[src/rtl/sd_seq_if.sv]
// sd_seq_if: command/data handshake between the SD sequencer and transceiver.
// master = sequencer side, slave = transceiver side.
interface sd_seq_if;
   logic [5:0]  ocmd_index;
   logic [31:0] ocmd_arg;
   logic        ostart_cmd;
   logic        icmd_done;
   logic [31:0] iresp;
   logic        ostart_d;
   logic        odata_wr;
   logic        idata_done;
   logic        idata_crc_fail;

   modport master (
      output ocmd_index, ocmd_arg, ostart_cmd,
      output ostart_d, odata_wr,
      input  icmd_done, iresp,
      input  idata_done, idata_crc_fail
   );

   modport slave (
      input  ocmd_index, ocmd_arg, ostart_cmd,
      input  ostart_d, odata_wr,
      output icmd_done, iresp,
      output idata_done, idata_crc_fail
   );
endinterface

[src/rtl/sd_seq.sv]
// sd_seq: SD-bus command sequencer (init, bus switch, block read/write loop).
// Ports: iclk/irst (async low), istart/iread/iwrite from cipher control,
//   bus = transceiver handshake, status outputs osel_clk/owide/oaddr_sd,
//   oblock_ready/obusy, result pulses osuccess/ofail, ofail_code.
module sd_seq #(
   parameter int BUS_WIDTH      = 4,
   parameter int NUM_BLOCKS     = 8388608,
   parameter int ADDR_W         = 23,
   parameter int ACMD41_TRIES   = 255,
   parameter int CRC_RETRIES    = 3,
   parameter int TIMEOUT_CYCLES = 4194304
) (
   input  logic              iclk,
   input  logic              irst,
   input  logic              istart,
   input  logic              iread,
   input  logic              iwrite,
   sd_seq_if.master          bus,
   output logic              osel_clk,
   output logic              owide,
   output logic [ADDR_W-1:0] oaddr_sd,
   output logic              oblock_ready,
   output logic              obusy,
   output logic              osuccess,
   output logic              ofail,
   output logic [2:0]        ofail_code
);

   localparam int A41_W = (ACMD41_TRIES < 2) ? 1 : $clog2(ACMD41_TRIES + 1);
   localparam int CRC_W = (CRC_RETRIES < 2) ? 1 : $clog2(CRC_RETRIES + 1);
   localparam int WD_W  = (TIMEOUT_CYCLES < 2) ? 1 : $clog2(TIMEOUT_CYCLES + 1);

   typedef enum logic [3:0] {
      S_IDLE, S_C55, S_A41, S_C2, S_C3, S_C7, S_C55B, S_A6,
      S_WAIT, S_C17, S_READ, S_HOLD, S_C24, S_WRITE, S_C15
   } state_e;

   state_e             state_q, state_d;
   logic [15:0]        rca_q, rca_d;
   logic [A41_W-1:0]   a41_q, a41_d, a41_inc;
   logic [CRC_W-1:0]   crc_q, crc_d;
   logic [WD_W-1:0]    wd_q, wd_d;
   logic [ADDR_W-1:0]  addr_q, addr_d;
   logic               sel_q, sel_d;
   logic               wide_q, wide_d;
   logic [2:0]         code_q, code_d;
   logic               cmd_q, cmd_d;
   logic               dst_q, dst_d;
   logic               succ_q, succ_d;
   logic               fail_q, fail_d;

   logic               wd_live;
   logic               do_fail;
   logic [2:0]         fcode;
   logic               enter;
   logic [ADDR_W+8:0]  blk_full;
   logic [31:0]        blk_arg;
   logic [31:0]        rca_arg;

   assign a41_inc  = a41_q + A41_W'(1);
   assign blk_full = {addr_q, 9'h0};
   assign blk_arg  = 32'(blk_full);
   assign rca_arg  = {rca_q, 16'h0};

   // Host-paced states are exempt from the watchdog.
   assign wd_live = (state_q != S_IDLE) &&
                    (state_q != S_WAIT) &&
                    (state_q != S_HOLD);

   // State register
   always_ff @(posedge iclk or negedge irst) begin
      if (!irst) begin
         state_q <= S_IDLE;
         rca_q   <= '0;
         a41_q   <= '0;
         crc_q   <= '0;
         wd_q    <= '0;
         addr_q  <= '0;
         sel_q   <= 1'b0;
         wide_q  <= 1'b0;
         code_q  <= 3'd0;
         cmd_q   <= 1'b0;
         dst_q   <= 1'b0;
         succ_q  <= 1'b0;
         fail_q  <= 1'b0;
      end else begin
         state_q <= state_d;
         rca_q   <= rca_d;
         a41_q   <= a41_d;
         crc_q   <= crc_d;
         wd_q    <= wd_d;
         addr_q  <= addr_d;
         sel_q   <= sel_d;
         wide_q  <= wide_d;
         code_q  <= code_d;
         cmd_q   <= cmd_d;
         dst_q   <= dst_d;
         succ_q  <= succ_d;
         fail_q  <= fail_d;
      end
   end

   // Next-state and datapath
   always_comb begin
      state_d = state_q;
      rca_d   = rca_q;
      a41_d   = a41_q;
      crc_d   = crc_q;
      addr_d  = addr_q;
      sel_d   = sel_q;
      wide_d  = wide_q;
      code_d  = code_q;
      succ_d  = 1'b0;
      fail_d  = 1'b0;
      do_fail = 1'b0;
      fcode   = 3'd0;

      if (wd_live && (wd_q == WD_W'(TIMEOUT_CYCLES - 1))) begin
         do_fail = 1'b1;
         fcode   = 3'd5;
      end else begin
         unique case (state_q)
            S_IDLE: begin
               if (istart) begin
                  code_d  = 3'd0;
                  sel_d   = 1'b0;
                  wide_d  = 1'b0;
                  addr_d  = '0;
                  rca_d   = '0;
                  a41_d   = '0;
                  crc_d   = '0;
                  state_d = S_C55;
               end
            end
            S_C55, S_C55B: begin
               if (bus.icmd_done) begin
                  if (!bus.iresp[5]) begin
                     do_fail = 1'b1;
                     fcode   = 3'd1;
                  end else if (sel_q) begin
                     state_d = S_A6;
                  end else begin
                     state_d = S_A41;
                  end
               end
            end
            S_A41: begin
               if (bus.icmd_done) begin
                  if (bus.iresp[31]) begin
                     state_d = S_C2;
                  end else if (a41_inc == A41_W'(ACMD41_TRIES)) begin
                     do_fail = 1'b1;
                     fcode   = 3'd2;
                  end else begin
                     a41_d   = a41_inc;
                     state_d = S_C55;
                  end
               end
            end
            S_C2: begin
               if (bus.icmd_done) state_d = S_C3;
            end
            S_C3: begin
               if (bus.icmd_done) begin
                  rca_d   = bus.iresp[31:16];
                  state_d = S_C7;
               end
            end
            S_C7: begin
               if (bus.icmd_done) begin
                  sel_d   = 1'b1;
                  state_d = (BUS_WIDTH == 4) ? S_C55B : S_WAIT;
               end
            end
            S_A6: begin
               if (bus.icmd_done) begin
                  if (bus.iresp[12:9] == 4'd4) begin
                     wide_d  = 1'b1;
                     state_d = S_WAIT;
                  end else begin
                     do_fail = 1'b1;
                     fcode   = 3'd3;
                  end
               end
            end
            S_WAIT: begin
               if (iread) state_d = S_C17;
            end
            S_C17: begin
               if (bus.icmd_done) begin
                  state_d = bus.iresp[31] ? S_C15 : S_READ;
               end
            end
            S_READ: begin
               if (bus.idata_done) begin
                  if (!bus.idata_crc_fail) begin
                     crc_d   = '0;
                     state_d = S_HOLD;
                  end else if (crc_q < CRC_W'(CRC_RETRIES)) begin
                     crc_d   = crc_q + CRC_W'(1);
                     state_d = S_C17;
                  end else begin
                     do_fail = 1'b1;
                     fcode   = 3'd4;
                  end
               end
            end
            S_HOLD: begin
               if (iwrite) state_d = S_C24;
            end
            S_C24: begin
               if (bus.icmd_done) state_d = S_WRITE;
            end
            S_WRITE: begin
               if (bus.idata_done) begin
                  if (addr_q == ADDR_W'(NUM_BLOCKS - 1)) begin
                     state_d = S_C15;
                  end else begin
                     addr_d  = addr_q + ADDR_W'(1);
                     state_d = S_WAIT;
                  end
               end
            end
            S_C15: begin
               if (bus.icmd_done) begin
                  succ_d  = 1'b1;
                  state_d = S_IDLE;
               end
            end
            default: state_d = S_IDLE;
         endcase
      end

      if (do_fail) begin
         fail_d  = 1'b1;
         code_d  = fcode;
         sel_d   = 1'b0;
         wide_d  = 1'b0;
         addr_d  = '0;
         a41_d   = '0;
         crc_d   = '0;
         state_d = S_IDLE;
      end

      enter = (state_d != state_q);

      // Watchdog restarts on every state change.
      if (enter || !wd_live) wd_d = '0;
      else                   wd_d = wd_q + WD_W'(1);

      // Launch pulses coincide with the first cycle of the new state.
      cmd_d = enter &&
              (state_d != S_IDLE) && (state_d != S_WAIT) &&
              (state_d != S_READ) && (state_d != S_HOLD) &&
              (state_d != S_WRITE);
      dst_d = enter &&
              ((state_d == S_READ) || (state_d == S_WRITE));
   end

   // Outputs
   always_comb begin
      bus.ocmd_index = 6'd0;
      bus.ocmd_arg   = 32'd0;
      unique case (state_q)
         S_C55:  bus.ocmd_index = 6'd55;
         S_C55B: begin
            bus.ocmd_index = 6'd55;
            bus.ocmd_arg   = rca_arg;
         end
         S_A41: begin
            bus.ocmd_index = 6'd41;
            bus.ocmd_arg   = 32'h8030_0000;
         end
         S_C2:   bus.ocmd_index = 6'd2;
         S_C3:   bus.ocmd_index = 6'd3;
         S_C7: begin
            bus.ocmd_index = 6'd7;
            bus.ocmd_arg   = rca_arg;
         end
         S_A6: begin
            bus.ocmd_index = 6'd6;
            bus.ocmd_arg   = 32'h2;
         end
         S_C17: begin
            bus.ocmd_index = 6'd17;
            bus.ocmd_arg   = blk_arg;
         end
         S_C24: begin
            bus.ocmd_index = 6'd24;
            bus.ocmd_arg   = blk_arg;
         end
         S_C15: begin
            bus.ocmd_index = 6'd15;
            bus.ocmd_arg   = rca_arg;
         end
         default: ;
      endcase
      bus.ostart_cmd = cmd_q;
      bus.ostart_d   = dst_q;
      bus.odata_wr   = (state_q == S_WRITE);
      osel_clk       = sel_q;
      owide          = wide_q;
      oaddr_sd       = addr_q;
      oblock_ready   = (state_q == S_HOLD);
      obusy          = (state_q != S_IDLE);
      osuccess       = succ_q;
      ofail          = fail_q;
      ofail_code     = code_q;
   end

endmodule

[src/flat_wrapper.sv]
// flat-port wrapper written by rule: the top's interface ports become plain ports
module sd_seq_flat 
#(
   parameter int BUS_WIDTH      = 4,
   parameter int NUM_BLOCKS     = 8388608,
   parameter int ADDR_W         = 23,
   parameter int ACMD41_TRIES   = 255,
   parameter int CRC_RETRIES    = 3,
   parameter int TIMEOUT_CYCLES = 4194304
)
  (iclk, irst, istart, iread, iwrite, osel_clk, owide, oaddr_sd, oblock_ready, obusy, osuccess, ofail, ofail_code, bus_ocmd_index, bus_ocmd_arg, bus_ostart_cmd, bus_ostart_d, bus_odata_wr, bus_icmd_done, bus_iresp, bus_idata_done, bus_idata_crc_fail);
  sd_seq_if bus_i ();
  input  logic iclk;
  input  logic irst;
  input  logic istart;
  input  logic iread;
  input  logic iwrite;
  output logic osel_clk;
  output logic owide;
  output logic [ADDR_W-1:0] oaddr_sd;
  output logic oblock_ready;
  output logic obusy;
  output logic osuccess;
  output logic ofail;
  output logic [2:0] ofail_code;
  output wire logic [$bits(bus_i.ocmd_index)-1:0] bus_ocmd_index;
  output wire logic [$bits(bus_i.ocmd_arg)-1:0] bus_ocmd_arg;
  output wire logic [$bits(bus_i.ostart_cmd)-1:0] bus_ostart_cmd;
  output wire logic [$bits(bus_i.ostart_d)-1:0] bus_ostart_d;
  output wire logic [$bits(bus_i.odata_wr)-1:0] bus_odata_wr;
  input wire logic [$bits(bus_i.icmd_done)-1:0] bus_icmd_done;
  input wire logic [$bits(bus_i.iresp)-1:0] bus_iresp;
  input wire logic [$bits(bus_i.idata_done)-1:0] bus_idata_done;
  input wire logic [$bits(bus_i.idata_crc_fail)-1:0] bus_idata_crc_fail;
  assign bus_ocmd_index = bus_i.ocmd_index;
  assign bus_ocmd_arg = bus_i.ocmd_arg;
  assign bus_ostart_cmd = bus_i.ostart_cmd;
  assign bus_ostart_d = bus_i.ostart_d;
  assign bus_odata_wr = bus_i.odata_wr;
  assign bus_i.icmd_done = bus_icmd_done;
  assign bus_i.iresp = bus_iresp;
  assign bus_i.idata_done = bus_idata_done;
  assign bus_i.idata_crc_fail = bus_idata_crc_fail;
  sd_seq #(.BUS_WIDTH(BUS_WIDTH), .NUM_BLOCKS(NUM_BLOCKS), .ADDR_W(ADDR_W), .ACMD41_TRIES(ACMD41_TRIES), .CRC_RETRIES(CRC_RETRIES), .TIMEOUT_CYCLES(TIMEOUT_CYCLES)) u_core (.iclk(iclk), .irst(irst), .istart(istart), .iread(iread), .iwrite(iwrite), .bus(bus_i), .osel_clk(osel_clk), .owide(owide), .oaddr_sd(oaddr_sd), .oblock_ready(oblock_ready), .obusy(obusy), .osuccess(osuccess), .ofail(ofail), .ofail_code(ofail_code));
endmodule
[config.mk]
export PLATFORM = sky130hd
export DESIGN_NAME = sd_seq_flat
export DESIGN_NICKNAME = d
export VERILOG_FILES = /design/src/rtl/sd_seq_if.sv /design/src/rtl/sd_seq.sv /design/src/flat_wrapper.sv
export SDC_FILE = /design/constraint.sdc
export NUM_CORES = 1
export LEC_CHECK = 0
export CAP_MARGIN = 20
export CORE_MARGIN = 8
export CORE_UTILIZATION = 47
export CTS_CLUSTER_DIAMETER = 150
export DETAILED_ROUTE_END_ITERATION = 7
export GPL_TIMING_DRIVEN = 0
export HOLD_SLACK_MARGIN = 0.08
export PLACE_DENSITY = 0.76
export SLEW_MARGIN = 20
export SYNTH_ARGS = -nofsm -noshare
export SYNTH_HDL_FRONTEND = slang
export SYNTH_SLANG_ARGS = --single-unit
export TNS_END_PERCENT = 1
[constraint.sdc]
create_clock -name iclk -period 2.4 [get_ports iclk]
set_input_delay 0.48 -clock iclk [delete_from_list [all_inputs] [get_ports iclk]]
set_output_delay 0.48 -clock iclk [all_outputs]
set_load 0.03 [all_outputs]
======== Word level (Yosys, flattened, before mapping) ========
Index checks and enable logic that the tools add are counted.
word-level totals
  register bits ........................... 85
  logic and storage cells ................. 187
  output and inout port bits .............. 73
  input bits .............................. 40
cells by class
  equal/unequal tests ..................... 41
  add/sub/neg operators ................... 4
  bitwise gates (word level) .............. 1
  $lt $le $gt $ge ......................... 1
  muxes and demuxes ....................... 94
  reduce and logical (&&, ||, !) cells .... 33
operators with widths
  operator                                                                  count
  23-bit 2-to-1 mux                                                         6
  32-bit one-hot mux with 4 select lines                                    1
  4-bit 2-to-1 mux                                                          22
  4-bit one-hot mux with 14 select lines                                    1
  6-bit one-hot mux with 9 select lines                                     1
  8-bit 2-to-1 mux                                                          6
  23-bit by 1-bit adder with 23-bit output (second input constant)          2
  23-bit one-hot mux with 2 select lines                                    1
  3-bit 2-to-1 mux                                                          15
  4-bit equality test (second input constant)                               9
  16-bit 2-to-1 mux                                                         2
  16-bit one-hot mux with 2 select lines                                    1
  1-bit 2-to-1 mux                                                          24
  3-bit by 2-bit != test with 1-bit output (second input constant)          8
  4-bit != test (second input constant)                                     6
  23-bit by 22-bit equality test with 1-bit output (second input constant)  1
  23-bit equality test (second input constant)                              1
  4-bit by 3-bit equality test with 1-bit output (second input constant)    5
  2-bit 2-to-1 mux                                                          8
  8-bit one-hot mux with 2 select lines                                     1
  5-bit AND reduction                                                       3
  3-bit nonzero test                                                        5
  3-bit one-hot mux with 4 select lines                                     1
  1-bit logical AND                                                         9
  other kinds (25)                                                          35

======== Longest topological paths before layout ========
  depth after elaboration ................. 14
  gate-level depth with buffers ........... 12
  depth with buffers taken out ............ 9

======== Least setup slack after synthesis ========
OpenSTA, ideal clock, no wires.
  path kind ............................... register -> register
  from .................................... register u_core.addr_q[0], in the netlist u_core.oaddr_sd[0]
  to ...................................... register u_core.wd_q[20]
  cell stages (with the launch flop) ...... 10
  setup time .............................. 149 ps
  path buffers ............................ 1
  period minus slack after synthesis ...... 2751 ps
  required time ........................... 2251 ps
  arrival ................................. 2603 ps
  setup slack ............................. -351 ps
  cell sequence ........................... dfrtp_1 ha_1 nand4_1 nor4_2 a211oi_1 o2111a_1 a22o_1 nor3_4 buf_4 nor4b_2
on the way
  cells in the longest elaborated chain, start to end .. 9
ends and longest elaborated chain
  element                                 line           source
  from (decl)                             sd_seq.sv:43   logic [ADDR_W-1:0] addr_q, addr_d;
  from (signal assigned)                  sd_seq.sv:92   addr_q <= addr_d;
  23-bit equality test                    sd_seq.sv:216  if (addr_q == ADDR_W'(NUM_BLOCKS - 1)) begin
  3-bit 2-to-1 mux                        sd_seq.sv:216
  4-bit 2-to-1 mux                        sd_seq.sv:215  if (bus.idata_done) begin
  4-bit one-hot mux with 14 select lines  sd_seq.sv:122  unique case (state_q)
  4-bit 2-to-1 mux                        sd_seq.sv:118  if (wd_live && (wd_q == WD_W'(TIMEOUT_CYCLES - 1))) begin
  4-bit 2-to-1 mux                        sd_seq.sv:234  if (do_fail) begin
  4-bit != test                           sd_seq.sv:245  enter = (state_d != state_q);
  1-bit logical OR                        sd_seq.sv:248  if (enter || !wd_live) wd_d = '0;
  23-bit 2-to-1 mux                       sd_seq.sv:248
  named net u_core.wd_d[20]               sd_seq.sv:42   logic [WD_W-1:0] wd_q, wd_d;
  to (signal assigned)                    sd_seq.sv:91   wd_q <= wd_d;
  to (decl)                               sd_seq.sv:42
The timed path passes the listed nets, and every way through them passes these cells.
A chain may end at the register's enable or synchronous reset.

======== Worst setup path in the final report ========
  from .................................... register u_core.state_q[3]
  to ...................................... register u_core.wd_q[1]
on the way
  cells in the longest elaborated chain, start to end .. 9
  elaborated cells on any way between the ends .. 51
  classes of those cells .................. 17 x eq/ne; 26 x mux; 8 x reduce/logical
ends and longest elaborated chain
  element                                                                      line                          source
  from (decl)                                                                  sd_seq.sv:38                  state_e state_q, state_d;
  from (signal assigned)                                                       sd_seq.sv:87                  state_q <= state_d;
  4-bit 2-to-1 mux (tied with other cells)                                     sd_seq.sv:199                 end else if (crc_q < CRC_W'(CRC_RETRIES)) begin
  4-bit 2-to-1 mux (tied with other cells)                                     sd_seq.sv:196                 if (!bus.idata_crc_fail) begin
  4-bit 2-to-1 mux (tied with other cells)                                     sd_seq.sv:195                 if (bus.idata_done) begin
  4-bit one-hot mux with 14 select lines or 1-bit logical AND (tied branches)  sd_seq.sv:122, sd_seq.sv:118
  4-bit 2-to-1 mux or 1-bit 2-to-1 mux (tied branches)                         sd_seq.sv:118
  4-bit 2-to-1 mux                                                             sd_seq.sv:234
  4-bit != test                                                                sd_seq.sv:245
  1-bit logical OR *                                                           sd_seq.sv:248
  23-bit 2-to-1 mux *                                                          sd_seq.sv:248
  named net u_core.wd_d[1]                                                     sd_seq.sv:42
Mark *: on every way through the listed nets, which the timed path passes. The rest lies on a longest branch.

==> reports/qor.csv <==
stage;metric;value;unit
cells_and_area;Post-Layout Inst Area;0.007991;mm^2
clock_network;CTS Hold Bufs;0;
synth;area share of the largest cell type after synthesis;0.3832;
synth;EDFF count, synth;0;
power_and_ir_drop;net load switching power;0.003463;W
sta;final hold viol count;0;
route;WL final;18990;um
cells_and_area;Fillers;853;
cells_and_area;area grow syn2layout;43.98;%
placed_design;dpl cell area;0.006769;mm^2
sta;Tcrit/Tclk final;1.173;
run;number of max-cap violations;0;
power_and_ir_drop;Comb power frac;0.591;
global_route;largest net degree at the start of global routing;57;
min_path;Hold/Removal Path Class;in2async;
die;total core area;0.01147;mm^2
cells_and_area;share of post-route cells with drive strength above 1;0.2819;
setup_path;reg2reg end;u_core.wd_q[1]$_DFF_PN0_;
setup_path;reg-to-reg slack, setup;-0.42;ns
placed_design;IO buf count;92;
sta;Setup TNS Final;-17.26;ns
synth;Yosys reg bits;85;
synth;ys flop type;dfrtp_1;
setup_path;crit path kind;reg2reg;
clock_network;CTS max path bufs;2;
power_and_ir_drop;sequential share of power;0.218;
clock_network;H-tree Lvls;3;
die;I/O pin total;113;
power_and_ir_drop;Pwr Density;1010;mW/mm^2
global_route;grt ovf;0;
route;# DRC;0;
setup_path;crit path max fanout;10;
clock_network;root buffer cell;clkbuf_16;
power_and_ir_drop;Leakage Power;3.323;nW
sta;RSZ-0062 raised after global routing;true;
synth;cell taking the most area after synthesis;dfrtp_1;
route;vias per cell;6.243;
clock_network;Worst-path clk slew;0.06;ns
setup_path;worst setup path endpoint;u_core.wd_q[1]$_DFF_PN0_;
global_route;Total GRT Usage;0.2288;
placed_design;Final HPWL DP;12600;um
clock_network;Clock Sinks;85;
clock_network;cts bufs inserted;9;
cells_and_area;post-layout util;0.6969;
setup_path;R2R depth;13;
sta;worst-margin pin slew;0.9141;ns
route;drt pass-1 iters;5;
die;Chip Height;124.7;um
placed_design;pre-CTS setup slack;-1.021;ns
run_status;failing checks;setup timing;
power_and_ir_drop;sw frac;0.4292;
setup_path;CP startpoint;u_core.state_q[3]$_DFF_PN0_;
sta;crit path setup slack, layout;-0.4160;ns
synth;Synth Cell Area;0.005550;mm^2
global_route;initial antenna violation count;0;
die;Die Wd;124.7;um
cells_and_area;Final nets;824;
power_and_ir_drop;Worst VDD drop;0.0006413;V
cells_and_area;ANT cells;0;
placed_design;Placer Congestion;0.8940;
synth;Async SR Flop Fraction;1.000;
global_route;first-pass GRT wire length;29280;um
setup_path;Crit path arrival time;3.06;ns
global_route;vias in the first global route;5562;
route;DR iter-0 viols;518;
sta;fin. max-slew vios;0;
power_and_ir_drop;clock network power share;0.191;
power_and_ir_drop;internal power;0.004606;W
synth;gate count of the mapped netlist;630;
synth;Avg Cell Area, Syn;8.810;um^2
synth;Syn. warnings;0;
sta;Setup Viol. Count Final;85;
synth;Synth area leaders;dfrtp_1 (38%), nand2_1 (5.3%), nor4_2 (4.5%);
setup_path;type of origin of the critical path;flop;
run_status;outcome;complete, but fails checks;
die;die area;0.01554;mm^2
synth;post-synth cell types;77;
route;Antenna Nets Post-Route;0;
setup_path;Worst setup EP type;flop;
sta;Slew headroom;0.3906;
clock_network;CTS tree;done;
route;Wirelength per Cell;20.48;um
die;Site Rows;39;
die;Initial Utilization;0.4840;
setup_path;Critical Path RT;2.64;ns
route;routed vias;5787;
sta;FMAX;355.1;MHz
setup_path;worst r2r src;u_core.state_q[3]$_DFF_PN0_;
synth;Seq/Total Area, Yosys;0.3832;
sta;worst clock skew;0.007385;ns
clock_network;Skew-Pair Late Insertion Delay;0.34;ns
sta;crit path time final;2.816;ns
-- logic make-up (layout without fill, tap and decap cells) --
kind of cell / after synthesis / after routing / share of synthesized area
adders and majority gates: 5 / 5 / 0.01127
buffers and inverters: 62 / 209 / 0.05748
xor gates and xnor gates: 24 / 24 / 0.03787
AOI/OAI and AO/OA: 143 / 143 / 0.1749
other: 1 / 8 / 0.0006756
DFF: 85 / 85 / 0.3832
and+or+nand+nor: 306 / 306 / 0.3271
muxes: 4 / 4 / 0.007439
-- metrics by stage --
| stage | power, W | hold WS [ns] | instances |
|---|---|---|---|
| floorplan | 0.004053 | 0.1844 | 637 |
| detailed placement | 0.005039 | 0.4514 | 873 |
| global placement | 0.004977 | 0.4678 | 872 |
| finish | 0.008068 | 0.08041 | 927 |
| CTS | 0.007461 | 0.08936 | 916 |
| global route | 0.008380 | 0.1075 | 927 |
-- timing repair --
action                     in CTS  in global routing
setup buffers                  22                 14
gates resized for setup       283                 74
gates cloned                    6                  0
pin swaps                      31                 33
setup endpoints to repair     115                113
-- registers in the layout (all words and copies together) (netlist names) --
register               count
u_core.oaddr_sd           23
u_core.wd_q               23
u_core.rca_q              16
u_core.a41_q               8
u_core.state_q             4
u_core.ofail_code          3
u_core.crc_q               2
u_core.bus.ostart_cmd      1
u_core.bus.ostart_d        1
u_core.ofail               1
u_core.osel_clk            1
u_core.osuccess            1
u_core.owide               1
-- layout by cell type (no fill, tap or decap), types with 5 or more instances in the layout --
cell,Yosys,final
nand2_1,79,79
conb_1,1,8
buf_4,10,46
or2_2,6,6
xor2_1,9,9
and2_4,0,5
clkbuf_16,0,10
o21ai_0,25,21
nor2_1,48,44
nor3_1,23,21
nand4_1,11,11
clkbuf_1,22,7
a2bb2oi_1,6,5
dfrtp_1,85,78
xnor2_1,15,14
nor4_4,1,11
nor4b_4,1,5
clkbuf_2,1,5
inv_1,7,7
nor4_2,20,11
nand2b_1,7,6
a21oi_1,41,41
buf_6,4,42
and3_1,10,9
dfrtp_2,0,7
a22o_1,15,15
buf_8,0,9
buf_12,0,6
and2_1,18,13
o21ai_1,12,15
nor2b_1,7,7
or3_1,8,7
nand3_1,29,27
clkdlybuf4s50_1,0,56
-- worst max-delay path, cell delays in order (launching register included) --
cell,delay [ns]
dfrtp_1,0.40
buf_6,0.15
buf_6,0.14
and3b_1,0.16
o211ai_1,0.16
o211ai_1,0.20
buf_4,0.19
buf_4,0.13
nor4b_2,0.33
a22o_1,0.23
nor3_4,0.06
buf_12,0.15
buf_4,0.14
nor4b_2,0.27
-- power groups by stage --
stage | clock, W | combinational [W] | sequential, W
after detailed placement | 0 | 0.00326 | 0.00178
after global placement | 0 | 0.00320 | 0.00177
after CTS | 0.00155 | 0.00416 | 0.00176
final | 0.00154 | 0.00477 | 0.00176
after global routing | 0.00161 | 0.00499 | 0.00178
after floorplan | 0 | 0.00226 | 0.00180
-- layer usage --
layer  part of all wire  vias to the layer above  GRT usage
met3              0.092                       58    0.06894
met1               0.40                     2835     0.2819
met4              0.036                        0    0.09780
met2               0.47                      315     0.3630
li1                   -                     2579          -
met5                  0                        -          0
-- cells in the mapped netlist (4+ instances only) --
library cell,count
nor4_2,20
nand2_1,79
or2_2,6
o21ai_0,25
inv_1,7
o21ai_1,12
buf_6,4
a22o_1,15
a2bb2oi_1,6
xor2_1,9
buf_2,14
clkbuf_1,22
or3_1,8
and2_1,18
nand3_1,29
a21oi_1,41
and4_1,5
nor4_1,4
dfrtp_1,85
nor4b_1,5
nor2_1,48
ha_1,5
buf_4,10
nand2b_1,7
xnor2_1,15
nor3_1,23
and3_1,10
nor2b_1,7
nand4_1,11
-- how the worst min path moves through the flow --
| stage | end | slack, ns |
|---|---|---|
| 2_1_floorplan | u_core.a41_q[0]$_DFFE_PN0P_ | 0.18 |
| 3_3_place_gp | u_core.rca_q[15]$_DFFE_PN0P_ | 0.47 |
| 3_5_place_dp | u_core.oaddr_sd[5]$_DFFE_PN0P_ | 0.45 |
| 4_1_cts | u_core.oaddr_sd[3]$_DFFE_PN0P_ | 0.09 |
| 5_1_grt | u_core.oaddr_sd[3]$_DFFE_PN0P_ | 0.11 |
| 6_report | u_core.oaddr_sd[5]$_DFFE_PN0P_ | 0.08 |
-- final cells by class --
cell class              instances  area, um^2  share of cell area
multi-input cells             490        3472              0.4345
flip-flops and latches         85        2136              0.2673
clock buffers                  11       242.7             0.03037
plain buffers                  52       525.5             0.06576
inverters                       8       30.03            0.003758
clock inverters                 5       83.83             0.01049
well taps                     143       178.9             0.02239
repair buffers                133        1323              0.1655
(Power assumes the default switching activity.)
